`src/rtl/tinytpu_pkg.sv`:
```
// Shared types and elaboration helpers for the tinytpu matrix-multiply engine.
package tinytpu_pkg;

  typedef enum logic [2:0] {
    IDLE    = 3'd0,
    LOAD    = 3'd1,
    READY   = 3'd2,
    COMPUTE = 3'd3,
    TX      = 3'd4
  } state_e;

  // Smallest accumulator that can hold a sum of n full-scale signed products.
  function automatic int min_acc_w(input int d_w, input int n);
    return 2 * d_w + $clog2(n);
  endfunction

  // Number of LANES-wide chunks needed to move elems elements of elem_w bits.
  function automatic int chunk_count(input int elems, input int elem_w, input int lanes);
    return (elems * elem_w) / lanes;
  endfunction

  // Width of a down-counter that must hold values 0 .. max(a,b,c)-1.
  function automatic int cnt_width(input int a, input int b, input int c);
    int m;
    m = a;
    if (b > m) m = b;
    if (c > m) m = c;
    return (m < 2) ? 1 : $clog2(m);
  endfunction

endpackage

```
`src/rtl/tinytpu_mac_cell.sv`:
```
// One signed D_W x D_W multiply-accumulate cell with synchronous clear/enable.
// acc_nxt_o is the value the accumulator takes on the next enabled edge, so the
// top can capture the final sum in the same cycle as the last accumulation.
module tinytpu_mac_cell #(
  parameter int D_W   = 8,
  parameter int ACC_W = 17
) (
  input  logic                    clk_i,
  input  logic                    rst_i,
  input  logic                    clr_i,
  input  logic                    en_i,
  input  logic signed [D_W-1:0]   a_i,
  input  logic signed [D_W-1:0]   b_i,
  output logic signed [ACC_W-1:0] acc_nxt_o
);

  logic signed [2*D_W-1:0] prod;
  logic signed [ACC_W-1:0] prod_ext;
  logic signed [ACC_W-1:0] acc_q, acc_d;

  assign prod      = a_i * b_i;
  assign prod_ext  = ACC_W'(prod);
  assign acc_nxt_o = acc_q + prod_ext;

  // Next accumulator value: clear has priority over accumulate.
  always_comb begin
    acc_d = acc_q;
    if (clr_i)     acc_d = '0;
    else if (en_i) acc_d = acc_nxt_o;
  end

  // Accumulator register.
  always_ff @(posedge clk_i) begin
    if (rst_i) acc_q <= '0;
    else       acc_q <= acc_d;
  end

endmodule

```
`src/rtl/tinytpu_mm_engine.sv`:
```
// tinytpu matrix-multiply engine: serial load of X and Y, N-cycle compute on an
// NxN MAC array, serial stream-out of Z with receiver stall.
// Optional macro TINYTPU_RELU_EN: clamp negative Z elements to 0 before TX.
//
// state   | meaning
// --------+-----------------------------------------------------------
// IDLE    | after reset, waiting for the first operand chunk
// LOAD    | shifting in X/Y chunks, counter holds chunks left minus one
// READY   | operands held, load_done=1, waiting for init or a reload
// COMPUTE | N accumulate cycles, counter runs N-1 down to 0
// TX      | streaming Z MSB-first, counter holds chunks left minus one
module tinytpu_mm_engine
  import tinytpu_pkg::*;
#(
  parameter int D_W   = 8,
  parameter int N     = 2,
  parameter int LANES = 1,
  parameter int ACC_W = tinytpu_pkg::min_acc_w(D_W, N)
) (
  input  logic             clk,
  input  logic             rst,
  input  logic [LANES-1:0] data_in_x,
  input  logic [LANES-1:0] data_in_y,
  input  logic             load_en,
  input  logic             init,
  input  logic             tx_hold,
  output logic [LANES-1:0] data_out_z,
  output logic             tx_ready,
  output logic             load_done,
  output logic             busy
);

  localparam int NN    = N * N;
  localparam int OP_W  = NN * D_W;
  localparam int Z_W   = NN * ACC_W;
  localparam int LB    = chunk_count(NN, D_W, LANES);
  localparam int TB    = chunk_count(NN, ACC_W, LANES);
  localparam int CNT_W = cnt_width(LB, TB, N);

  if ((D_W % LANES) != 0) begin : g_bad_lanes_d
    $error("LANES must divide D_W");
  end
  if ((ACC_W % LANES) != 0) begin : g_bad_lanes_acc
    $error("LANES must divide ACC_W");
  end
  if (ACC_W < min_acc_w(D_W, N)) begin : g_bad_acc_w
    $error("ACC_W is below 2*D_W+clog2(N)");
  end

  state_e                  state_q, state_d;
  logic [CNT_W-1:0]        cnt_q, cnt_d;
  logic [OP_W-1:0]         x_sr_q, x_sr_d;
  logic [OP_W-1:0]         y_sr_q, y_sr_d;
  logic [Z_W-1:0]          z_sr_q, z_sr_d;
  logic [Z_W-1:0]          z_load;

  logic signed [D_W-1:0]   x_col [N];
  logic signed [D_W-1:0]   y_row [N];
  logic signed [ACC_W-1:0] acc_nxt [N][N];

  logic load_fire;
  logic load_last;
  logic start;
  logic cnt_zero;

  // First chunk arrives from IDLE/READY; in LOAD the counter says when we are done.
  assign load_fire = load_en && ((state_q == IDLE) || (state_q == LOAD) ||
                                 ((state_q == READY) && !init));
  assign load_last = (state_q == LOAD) ? (cnt_q == '0) : (LB == 1);
  assign start     = (state_q == READY) && init;
  assign cnt_zero  = (cnt_q == '0);

  function automatic logic [ACC_W-1:0] z_post(input logic signed [ACC_W-1:0] v);
`ifdef TINYTPU_RELU_EN
    return v[ACC_W-1] ? '0 : v;
`else
    return v;
`endif
  endfunction

  // State register.
  always_ff @(posedge clk) begin
    if (rst) state_q <= IDLE;
    else     state_q <= state_d;
  end

  // Next-state logic.
  always_comb begin
    state_d = state_q;
    unique case (state_q)
      IDLE:    if (load_fire) state_d = load_last ? READY : LOAD;
      LOAD:    if (load_fire && load_last) state_d = READY;
      READY: begin
        if (start)          state_d = COMPUTE;
        else if (load_fire) state_d = load_last ? READY : LOAD;
      end
      COMPUTE: if (cnt_zero) state_d = TX;
      TX:      if (!tx_hold && cnt_zero) state_d = READY;
      default: state_d = IDLE;
    endcase
  end

  // Outputs decoded from the current state; data_out_z is gated to 0 outside TX.
  always_comb begin
    tx_ready   = (state_q == TX);
    load_done  = (state_q == READY);
    busy       = (state_q == COMPUTE) || (state_q == TX);
    data_out_z = (state_q == TX) ? z_sr_q[Z_W-1 -: LANES] : '0;
  end

  // Operand select for step k = N-1-cnt: row i of the array sees X[i][k], column j sees Y[k][j].
  always_comb begin
    for (int i = 0; i < N; i++) begin
      x_col[i] = '0;
      y_row[i] = '0;
      for (int kk = 0; kk < N; kk++) begin
        if (cnt_q == CNT_W'(N - 1 - kk)) begin
          x_col[i] = x_sr_q[(NN - (i * N + kk)) * D_W - 1 -: D_W];
          y_row[i] = y_sr_q[(NN - (kk * N + i)) * D_W - 1 -: D_W];
        end
      end
    end
  end

  for (genvar gi = 0; gi < N; gi++) begin : g_row
    for (genvar gj = 0; gj < N; gj++) begin : g_col
      tinytpu_mac_cell #(
        .D_W   (D_W),
        .ACC_W (ACC_W)
      ) u_cell (
        .clk_i     (clk),
        .rst_i     (rst),
        .clr_i     (start),
        .en_i      (state_q == COMPUTE),
        .a_i       (x_col[gi]),
        .b_i       (y_row[gj]),
        .acc_nxt_o (acc_nxt[gi][gj])
      );
    end
  end

  // Pack final sums row-major with element [0][0] in the top bits of the TX shifter.
  always_comb begin
    z_load = '0;
    for (int i = 0; i < N; i++) begin
      for (int j = 0; j < N; j++) begin
        z_load[(NN - (i * N + j)) * ACC_W - 1 -: ACC_W] = z_post(acc_nxt[i][j]);
      end
    end
  end

  // Datapath next-state: operand shifters, shared down-counter and TX shifter.
  always_comb begin
    cnt_d  = cnt_q;
    x_sr_d = x_sr_q;
    y_sr_d = y_sr_q;
    z_sr_d = z_sr_q;
    if (load_fire) begin
      x_sr_d = (x_sr_q << LANES) | OP_W'(data_in_x);
      y_sr_d = (y_sr_q << LANES) | OP_W'(data_in_y);
      if (load_last)             cnt_d = '0;
      else if (state_q == LOAD)  cnt_d = cnt_q - 1'b1;
      else                       cnt_d = CNT_W'(LB - 2);
    end
    if (start) cnt_d = CNT_W'(N - 1);
    if (state_q == COMPUTE) begin
      if (cnt_zero) begin
        cnt_d  = CNT_W'(TB - 1);
        z_sr_d = z_load;
      end else begin
        cnt_d = cnt_q - 1'b1;
      end
    end
    // The shifter empties itself as chunks leave, so it reads 0 once TX finishes.
    if ((state_q == TX) && !tx_hold) begin
      z_sr_d = z_sr_q << LANES;
      if (!cnt_zero) cnt_d = cnt_q - 1'b1;
    end
  end

  // Datapath registers.
  always_ff @(posedge clk) begin
    if (rst) begin
      cnt_q  <= '0;
      x_sr_q <= '0;
      y_sr_q <= '0;
      z_sr_q <= '0;
    end else begin
      cnt_q  <= cnt_d;
      x_sr_q <= x_sr_d;
      y_sr_q <= y_sr_d;
      z_sr_q <= z_sr_d;
    end
  end

endmodule

```
`config.mk`:
```
export PLATFORM = sky130hd
export DESIGN_NAME = tinytpu_mm_engine
export DESIGN_NICKNAME = d
export VERILOG_FILES = /design/src/rtl/tinytpu_pkg.sv /design/src/rtl/tinytpu_mac_cell.sv /design/src/rtl/tinytpu_mm_engine.sv
export SDC_FILE = /design/constraint.sdc
export NUM_CORES = 1
export LEC_CHECK = 0
export CAP_MARGIN = 25
export CORE_MARGIN = 8
export CORE_UTILIZATION = 54
export DETAILED_ROUTE_END_ITERATION = 10
export PLACE_DENSITY = 0.73
export SYNTH_ARGS = -nofsm -noshare
export SYNTH_HDL_FRONTEND = slang
export SYNTH_SLANG_ARGS = --single-unit
```
`constraint.sdc`:
```
create_clock -name clk -period 20.7 [get_ports clk]
set_input_delay 5.175 -clock clk [delete_from_list [all_inputs] [get_ports clk]]
set_output_delay 5.175 -clock clk [all_outputs]
set_load 0.005 [all_outputs]
```
==> out/results.ini, run 1 <==
[critical_path]
r2r_start = cnt_q[0]
required_ns = 15.53
worst_setup_path_end_kind = output pin
crit_path_start_kind = register
crit_buf_inv = 2
arrival_ns = 2.31
reg2reg_to = g_row[0].g_col[0].u_cell.acc_q[14]
r2r_slack_ns = 13.69
cp_max_fo = 8
crit_family = buffers and inverters
slowest_delay_ns = 0.50
crit_chain = or3b_4 > inv_2 > and2_1 > clkdlybuf4s50_1
crit_type = reg -> out
reg2regPathDepth = 20
crit_slowest_cell = clkdlybuf4s50_1

[die]
io_pins = 11
row_count = 71
start_util_pct = 54.93
die_w_um = 211.7
die-height_um = 211.7
core_area_mm2 = 0.03767
dieArea_mm2 = 0.04483

[finish]
nFillCells = 3289
utilization_pct = 58.75
antennaDiodeCount = 0
layout-drive-gt1-share_pct = 4.449
finalInstanceArea_mm2 = 0.02213
fin_cells = 2871
final_nets = 2814
multi_input_area_mm2 = 0.01478
syn_to_final_growth_pct = 6.967
final-seq-area_mm2 = 0.004204

[place]
place.port_buffers = 10
dp_cells = 2825
place_area_mm2 = 0.02121
dpl.hpwl_um = 37600
place.gp.congestion = 0.8843

[global_route]
grt_max_degree = 105
grt-ovfl-total = 0
grt_pass1_vias = 16750
grt_pass1_wl_um = 85680
grt_antenna_before_repair = 0
grt_usage_pct = 23.44

[detailed_routing]
maxUsedRoutingLayer = met4
wl_um = 50730
drc = 0
drt_iter0_markers = 1194
route.met3.wl_um = 3333
wl_met2_um = 24220
met1_length_um = 21600
vias = 16320
first_pass_iters = 5
drtAntennaViolNets = 0
viasPerCell = 5.683
wl_per_cell_um = 17.67

[sta]
max_freq_mhz = 133.6
rsz0062_at_grt = no
setup_tns_ns = 0
maxSlewViolCount = 0
slew_headroom_pct = 28.89
hold_viol_final = 0
worstMarginPinSlew_ns = 1.067
min_period_ns = 7.483
setup_violations = 0
fin_worst_skew_ns = 0.02203
timing.final.crit_share_pct = 36.15

[worst_hold_path]
hold_path_depth = 2
hp-class = reg -> reg
holdCritStartpoint = z_sr_q[3]
min_to = z_sr_q[3]

[synth]
synth.most_common_cell = nand2_1
synth.net_count = 2862
synthCells = 2392
synthFlopType = dfxtp_1
synth_largest_area_cell = fa_1
synth-seq-cells = 210
ys_top_cells_by_area = fa_1 29%, dfxtp_1 20%, ha_1 9.7%
syn_avg_cell_area_um2 = 8.649
ys_types = 60
synth_enable_flop_cells = 0
synth_area_mm2 = 0.02069
synth_seq_area_share_pct = 20.32
synthTopCellsByCount = 395 x nand2_1, 335 x inv_1, 303 x fa_1, 211 x a21oi_1, 210 x dfxtp_1
yosys.area.top_type_share_pct = 29.32
ys_warn_count = 0
async_reset_ff_share_pct = 0

[cts]
clk_latency_ns = 0.56
clock_sinks = 210
hold_buffers = 0
clkTransAtPathRegs_ns = 0.07
cts_tree = yes
cts_buffer_depth = 3
cts_setup_buffers = 0
cts_resized = 0
numCtsBuffers = 25
cts-htree-levels = 1
clockRootBuffer = clkbuf_16

[job]
cap_violations = 0

[pwr]
p_total_uw = 952.9
ir_drop_mv = 0.05827
pwr_density_cell_mw_per_mm2 = 43.06
power_leakage_uw = 0.01006

[status]
status = finished clean

-- stage by stage --
step / hold slack [ns] / setup WS [ns]
2_1_floorplan: 0.4360 / 14.17
3_3_place_gp: 0.4433 / 13.11
3_5_place_dp: 0.4463 / 13.00
4_1_cts: 0.4544 / 13.18
5_1_grt: 0.4688 / 13.14
6_report: 0.4538 / 13.22
-- flip-flops by register name, indices dropped and copies added (netlist names) --
signal                    cells
state_q                       3
x_sr_q                       32
z_sr_q                       68
cnt_q                         7
g_row.g_col.u_cell.acc_q     68
y_sr_q                       32
-- placed cells by master, fill, tap and decap left out, types with 8 or more instances in the layout --
cell,count
inv_1,335
ha_1,159
a21oi_1,210
a22oi_1,63
nor3_1,19
nand3b_1,30
or4_1,8
clkdlybuf4s50_1,9
nand3_1,39
xnor2_1,56
a31oi_1,8
buf_4,32
nand2b_1,13
a21o_1,46
nor2b_1,10
nor2_1,175
fa_1,303
o21a_1,17
o21ai_0,50
xor2_1,11
nand2_1,393
dfxtp_1,210
o22ai_1,21
a211oi_1,11
clkbuf_16,25
-- worst reg2reg max path, cell delays in order, from the launching register on --
cell	delay, ns
dfxtp_1	0.41
inv_1	0.11
ha_2	0.19
buf_4	0.29
nand3b_1	0.29
a21o_1	0.36
nor2_1	0.79
fa_1	0.55
inv_1	0.08
fa_1	0.44
fa_1	0.58
fa_1	0.45
fa_1	0.54
inv_1	0.05
ha_1	0.32
o21a_1	0.20
o31a_1	0.14
o41a_1	0.37
or4_1	0.51
nand3_1	0.12
a21oi_1	0.07
-- final cells by class --
cell class | count | area share [%]
clock buffer | 34 | 3.161
clock inverter | 9 | 0.8142
inverter | 336 | 5.699
multi-input combinational | 1728 | 66.77
sequential | 210 | 19.00
tap | 511 | 2.889
timing repair buffer | 43 | 1.668
-- worst max-delay path by stage --
stage | from | end | slack (ns) | cells past startpoint
2_1_floorplan | cnt_q[1] | g_row[1].g_col[0].u_cell.acc_q[14] | 14.17 | 19
3_3_place_gp | tx_hold | z_sr_q[48] | 13.11 | 7
3_5_place_dp | tx_hold | z_sr_q[46] | 13.00 | 7
4_1_cts | state_q[2] | data_out_z | 13.18 | 4
5_1_grt | state_q[2] | data_out_z | 13.14 | 4
6_report | state_q[2] | data_out_z | 13.22 | 4
-- cells by family (layout without fill, tap and decap cells) --
kind of cell,Yosys count,in the layout,synth area share [%]
muxes,2,2,0.1028
buffers and inverters,454,422,8.406
adders and majority gates,463,463,39.00
xor gates and xnor gates,67,67,2.836
DFF,210,210,20.32
AOI/OAI and AO/OA,475,475,14.30
and+or+nand+nor,721,721,15.04
-- power by group --
group / internal (uW) / switching [uW] / total, uW
Combinational: 14.8 / 44.0 / 58.8
Sequential: 407 / 2.96 / 409
Clock: 298 / 187 / 485
-- routing by layer --
layer  up-vias  GRT usage [%]
met4         0          7.141
met2       578          39.60
li1       7626              -
met3        98          3.150
met5         -              0
met1      8014          31.03
No activity file was read; power rests on OpenSTA's default activity.
==> inputs of run 2 (changes only) <==
==> constraint.sdc (replaced) <==
create_clock -name clk -period 7.8 [get_ports clk]
set_input_delay 1.95 -clock clk [delete_from_list [all_inputs] [get_ports clk]]
set_output_delay 1.95 -clock clk [all_outputs]
set_load 0.005 [all_outputs]
==> run 2 against run 1 <==
Compared with the run above:
- clock skew decreased by 0.0099 ns
- cell count up 0.42%
- flip-flop and latch count is the same
- first-iteration DRC count shrank 4.9%
- sequential power rose to 2.7 times the previous value
- via count about the same
- non-clock buffer count is 9 higher
- combinational power rose to 2.7 times the previous value
- worst setup slack got worse by 13 ns
- register-to-register slack lost 13 ns
==> out/results.ini, run 2 (synthesized netlist as in run 1, its figures left out) <==
[status]
status = finished clean

[global_route]
grt_usage_pct = 23.38  ; -0.061 points
grt_pass1_wl_um = 85210  ; -0.55%
grt-ovfl-total = 0  ; unchanged
grt_max_degree = 73  ; -30%
grt_antenna_before_repair = 0  ; unchanged
grt_pass1_vias = 17000  ; +1.5%

[sta]
slew_headroom_pct = 30.96  ; +2.1 points
setup_tns_ns = 0  ; unchanged
maxSlewViolCount = 0  ; unchanged
worstMarginPinSlew_ns = 1.036  ; -0.03112 ns
min_period_ns = 7.095
max_freq_mhz = 141.0
holdWs_ns = 0.4525  ; -0.001345 ns
hold_viol_final = 0  ; unchanged
setup_violations = 0  ; unchanged
rsz0062_at_grt = no
fin_worst_skew_ns = 0.01212  ; -0.009913 ns
timing.final.crit_share_pct = 90.96

[detailed_routing]
drtAntennaViolNets = 0  ; unchanged
first_pass_iters = 5  ; unchanged
wl_um = 50410  ; -0.63%
vias = 16300  ; -0.074%
drt_iter0_markers = 1136  ; -4.9%
wl_per_cell_um = 17.49  ; -1.0%
drc = 0  ; unchanged
viasPerCell = 5.655  ; -0.49%

[finish]
antennaDiodeCount = 0  ; unchanged
layout-drive-gt1-share_pct = 4.975  ; +0.53 points
final_cell_mix = 393 x nand2_1, 335 x inv_1, 303 x fa_1, 210 x a21oi_1, 210 x dfxtp_1
final_nets = 2823  ; +0.32%
fin_cells = 2883  ; +0.42%
layout_commonest_cell = nand2_1
reg.largest.list = g_row.g_col.u_cell.acc_q (68), z_sr_q (68)
syn_to_final_growth_pct = 6.931  ; about the same

[cts]
cts_buffer_depth = 3  ; unchanged
clk_latency_ns = 0.56  ; about the same
clock_sinks = 210  ; unchanged
cts_setup_buffers = 0  ; unchanged
cts-htree-levels = 1  ; unchanged
clockRootBuffer = clkbuf_16
cts_resized = 0  ; unchanged
clkTransAtPathRegs_ns = 0.06  ; about the same
numCtsBuffers = 25  ; unchanged
hold_buffers = 0  ; unchanged
cts_tree = yes

[critical_path]
cp_max_fo = 19  ; +11
required_ns = 8.20  ; -7.33 ns
crit_path_start_kind = register
crit_type = reg -> reg
arrival_ns = 7.50  ; +5.19 ns
worst_setup_path_end_kind = register

[pwr]
p_total_uw = 2421  ; +150%
pwr_density_cell_mw_per_mm2 = 109.4  ; +150%
ir_drop_mv = 0.1584  ; +170%
power_leakage_uw = 0.01008  ; +0.17%

[worst_hold_path]
hp-class = reg -> reg

[die]
row_count = 71  ; unchanged
io_pins = 11  ; unchanged
start_util_pct = 54.93  ; unchanged
die-height_um = 211.7  ; unchanged
die_w_um = 211.7  ; unchanged
dieArea_mm2 = 0.04483  ; unchanged
core_area_mm2 = 0.03767  ; unchanged

[place]
place.gp.congestion = 0.8903  ; +0.68%
dpl.hpwl_um = 38320  ; +1.9%
place.port_buffers = 10  ; unchanged
dp_cells = 2836  ; +0.39%

[job]
cap_violations = 0  ; unchanged

[run 2: worst paths after layout]
path,start,to,slack (ns),cells past startpoint
min,g_row[1].g_col[1].u_cell.acc_q[1],g_row[1].g_col[1].u_cell.acc_q[1],0.45,2
min reg2reg,g_row[1].g_col[1].u_cell.acc_q[1],g_row[1].g_col[1].u_cell.acc_q[1],0.45,2
max reg2reg,cnt_q[1],z_sr_q[31],0.71,21
max,cnt_q[1],z_sr_q[31],0.71,21
[run 2: cell type report]
cell class                      instances  area, um2
Timing Repair Buffer                   52      425.4
Clock buffer                           35      723.2
Multi-Input combinational cell       1728      14780
Inverter                              336       1261
Clock inverter                         11      92.59
Sequential cell                       210       4204
Tap cell                              511      639.4
Fill cell                            3363      15540
[run 2: per-stage QoR]
stage	setup slack (ns)	cell area [um2]	util [%]
floorplan	1.274	20690	-
global placement	0.9468	21290	56.51
detailed placement	0.7846	21290	56.51
CTS	0.7922	22100	58.68
global route	0.4181	22120	58.73
finish	0.7055	22120	58.73
[run 2: critical path, cell delays in order (launching register included)]
cell	delay, ns
dfxtp_1	0.33
inv_1	0.10
ha_1	0.74
buf_4	0.30
nand3b_1	0.11
a21oi_1	0.83
nand2_1	0.17
fa_1	0.56
inv_1	0.05
fa_1	0.50
inv_1	0.06
fa_1	0.54
inv_1	0.05
fa_1	0.38
fa_1	0.48
ha_1	0.34
o21a_1	0.20
o31a_1	0.14
o41a_1	0.38
or4_1	0.50
nand3_1	0.11
a21oi_1	0.07
[run 2: power breakdown]
part / switching, uW / internal, uW / leakage (uW)
clock: 494 / 679 / 0.000402
combinational: 119 / 42.1 / 0.00799
sequential: 8.08 / 1080 / 0.00169
total: 621 / 1800 / 0.0101
[run 2: routing by layer]
| metal | wire length (um) | track usage (%) | vias up | part of all wire (%) |
|---|---|---|---|---|
| li1 | - | - | 7636 | - |
| met1 | 21240 | 30.04 | 8041 | 42 |
| met2 | 23620 | 38.81 | 547 | 47 |
| met3 | 3754 | 4.599 | 80 | 7.4 |
| met4 | 1793 | 8.579 | 0 | 3.6 |
| met5 | 0 | 0 | - | 0 |
==> inputs of run 3 (changes only) <==
--- a/config.mk
+++ b/config.mk
@@ -12,4 +12,5 @@
 export PLACE_DENSITY = 0.73
 export SYNTH_ARGS = -nofsm -noshare
 export SYNTH_HDL_FRONTEND = slang
+export SYNTH_HIERARCHICAL = 1
 export SYNTH_SLANG_ARGS = --single-unit
==> constraint.sdc (replaced) <==
create_clock -name clk -period 8.83 [get_ports clk]
set_input_delay 0.883 -clock clk [delete_from_list [all_inputs] [get_ports clk]]
set_output_delay 0.883 -clock clk [all_outputs]
set_load 0.005 [all_outputs]
==> run 3 against run 2 <==
Compared with the run above:
- total power is 2.8% higher
- flip-flop and latch count stayed put
- fmax shrank 5.4%
- die area increased by 3.4%
- critical path type unchanged
- sequential power decreased by 9%
- cell count up 0.66%
- synthesized cell count is 0.33% higher
==> out/results.ini, run 3 <==
[synth]
ys_types = 73  ; +22%
async_reset_ff_share_pct = 0  ; unchanged
yosys.area.top_type_share_pct = 28.39  ; -0.93 points
synth_enable_flop_cells = 0  ; unchanged
synthCells = 2400  ; +0.33%
synth_seq_area_share_pct = 19.61  ; -0.71 points
ys_top_cells_by_area = fa_1 28%, dfxtp_1 20%, ha_1 9.3%
synth_area_mm2 = 0.02144  ; +3.6%
synth_largest_area_cell = fa_1
synth-seq-cells = 210  ; unchanged
synthFlopType = dfxtp_1
synth.most_common_cell = nand2_1
ys_warn_count = 6  ; +6
synth.net_count = 2870  ; +0.28%
syn_avg_cell_area_um2 = 8.933  ; +3.3%
synthTopCellsByCount = 380 x nand2_1, 323 x inv_1, 304 x fa_1, 210 x dfxtp_1, 159 x ha_1

[cts]
clock_sinks = 210  ; unchanged
clockRootBuffer = clkbuf_16
cts_setup_buffers = 0  ; unchanged
clkTransAtPathRegs_ns = 0.07  ; about the same
cts_tree = yes
cts-htree-levels = 1  ; unchanged
numCtsBuffers = 26  ; +4.0%
hold_buffers = 0  ; unchanged
clk_latency_ns = 0.55  ; about the same
cts_resized = 0  ; unchanged
cts_buffer_depth = 3  ; unchanged

[place]
dp_cells = 2851  ; +0.53%
dpl.hpwl_um = 35990  ; -6.1%
place.gp.congestion = 0.8689  ; -2.4%
place_area_mm2 = 0.02196  ; +3.2%
place.port_buffers = 10  ; unchanged

[finish]
utilization_pct = 58.05  ; -0.68 points
reg.largest.list = g_row.g_col.u_cell/acc_q (68), z_sr_q (68)
final_cell_mix = 380 x nand2_1, 321 x inv_1, 304 x fa_1, 210 x dfxtp_1, 159 x ha_1
layout_commonest_cell = nand2_1
finalInstanceArea_mm2 = 0.02291  ; +3.5%
final_nets = 2826  ; +0.11%
fin_cells = 2902  ; +0.66%
syn_to_final_growth_pct = 6.840  ; about the same
layout-drive-gt1-share_pct = 4.588  ; -0.39 points

[detailed_routing]
first_pass_iters = 5  ; unchanged
wl_per_cell_um = 16.95  ; -3.0%
drc = 0  ; unchanged
vias = 16510  ; +1.2%
wl_um = 49200  ; -2.4%
drt_iter0_markers = 904  ; -20%
drtAntennaViolNets = 0  ; unchanged
viasPerCell = 5.687  ; +0.57%

[global_route]
grt_antenna_before_repair = 0  ; unchanged
grt_pass1_vias = 17330  ; +1.9%
grt-ovfl-total = 0  ; unchanged
grt_usage_pct = 21.61  ; -1.8 points
grt_max_degree = 92  ; +26%
grt_pass1_wl_um = 84550  ; -0.78%

[status]
status = finished clean

[die]
dieArea_mm2 = 0.04633  ; +3.4%
core_area_mm2 = 0.03946  ; +4.8%
start_util_pct = 54.33  ; -0.59 points
io_pins = 11  ; unchanged
die_w_um = 215.3  ; +1.7%
die-height_um = 215.3  ; +1.7%
row_count = 73  ; +2.8%

[sta]
max_freq_mhz = 133.4  ; -5.4%
min_period_ns = 7.497  ; +0.4028 ns
worstMarginPinSlew_ns = 0.8586  ; -0.1769 ns
maxSlewViolCount = 0  ; unchanged
rsz0062_at_grt = no
fin_worst_skew_ns = 0.01076  ; -0.001364 ns
hold_viol_final = 0  ; unchanged
setup_violations = 0  ; unchanged
setup_tns_ns = 0  ; unchanged
timing.final.crit_share_pct = 84.91  ; -6.0 points
slew_headroom_pct = 42.33  ; +11 points

[pwr]
power_leakage_uw = 0.01086  ; +7.7%
ir_drop_mv = 0.1442  ; -9.0%
p_total_uw = 2489  ; +2.8%
pwr_density_cell_mw_per_mm2 = 108.7  ; -0.71%

[worst_hold_path]
hp-class = reg -> reg

[critical_path]
crit_type = reg -> reg
crit_path_start_kind = register
cp_max_fo = 28  ; +9
r2r_slack_ns = 1.33  ; +0.63 ns
arrival_ns = 7.98  ; +0.48 ns
worst_setup_path_end_kind = register
required_ns = 9.31  ; +1.11 ns

[job]
cap_violations = 0  ; unchanged

run 3: changes by cell type after synthesis, moves of 19 or more:
| cell | previous run | this run |
|---|---|---|
| a22o_1 | 0 | 32 |
| nor2_1 | 176 | 93 |
| o22ai_1 | 21 | 2 |
| o21ai_0 | 50 | 89 |
| a21o_1 | 47 | 25 |
| a22oi_1 | 63 | 1 |
| nand3b_1 | 30 | 5 |
| and2_1 | 4 | 129 |
| a21oi_1 | 211 | 111 |
| a31oi_1 | 8 | 69 |
| mux2i_1 | 1 | 42 |
| o211ai_1 | 0 | 28 |
run 3: final cells by class:
cell class,instances,area (um2)
inverters,324,1217
multi-input cells,1761,15620
well taps,525,656.9
clock buffers,34,742.0
flip-flops and latches,210,4204
clock inverters,14,181.4
fillers,3469,16550
diodes,1,2.502
repair buffers,33,286.5
run 3: worst paths after layout:
path / start / endpoint / depth (start not counted)
setup / recovery: cnt_q[1] / z_sr_q[14] / 22
hold / removal: x_sr_q[23] / x_sr_q[24] / 2
setup reg to reg: cnt_q[1] / z_sr_q[14] / 22
hold reg to reg: x_sr_q[23] / x_sr_q[24] / 2
run 3: cell families (layout without fill, tap and decap cells):
family / Yosys count / count (layout) / share of synthesized area [%]
buffers and inverters: 429 / 405 / 7.727
other: 0 / 1 / 0
AND/OR/NAND/NOR: 731 / 731 / 15.93
adder cells (fa/ha/maj): 463 / 463 / 37.67
multiplexers: 43 / 43 / 2.013
XOR/XNOR: 76 / 76 / 3.350
flip-flops: 210 / 210 / 19.61
AO/OA/AOI/OAI: 448 / 448 / 13.70
run 3: worst max-delay path: stages (launching register included):
cell and delay [ns]:
dfxtp_1 0.35, inv_1 0.12, ha_1 0.24, or4b_1 0.55
nor2_2 0.37, buf_12 0.24, a22o_1 0.58, and2_1 0.63
inv_1 0.12, fa_1 0.50, inv_1 0.05, fa_1 0.48
fa_1 0.56, fa_1 0.43, fa_1 0.45, ha_1 0.36
o21ai_0 0.32, o21ai_1 0.20, a21o_1 0.23, a21boi_1 0.24
xnor2_1 0.15, nand2_1 0.06, a31oi_1 0.17
run 3: where the power goes:
part / total [uW] / switching (uW) / internal, uW
sequential: 996 / 30.2 / 966
combinational: 336 / 234 / 102
clock: 1160 / 448 / 709
total: 2490 / 712 / 1780
run 3: metrics by stage:
step	hold slack (ns)	setup WS, ns
after global routing	0.4872	0.8608
after global placement	0.4437	1.699
after floorplan	0.4360	2.338
after CTS	0.4630	1.328
after detailed placement	0.4598	1.372
final	0.4667	1.333
run 3: layer usage:
metal  part of all wire [%]  GRT usage [%]  vias up
met5                      0              0        -
met2                     49          37.09      375
met3                    4.5          2.879      111
met4                    3.7          7.671        0
met1                     43          27.67     8284
li1                       -              -     7735
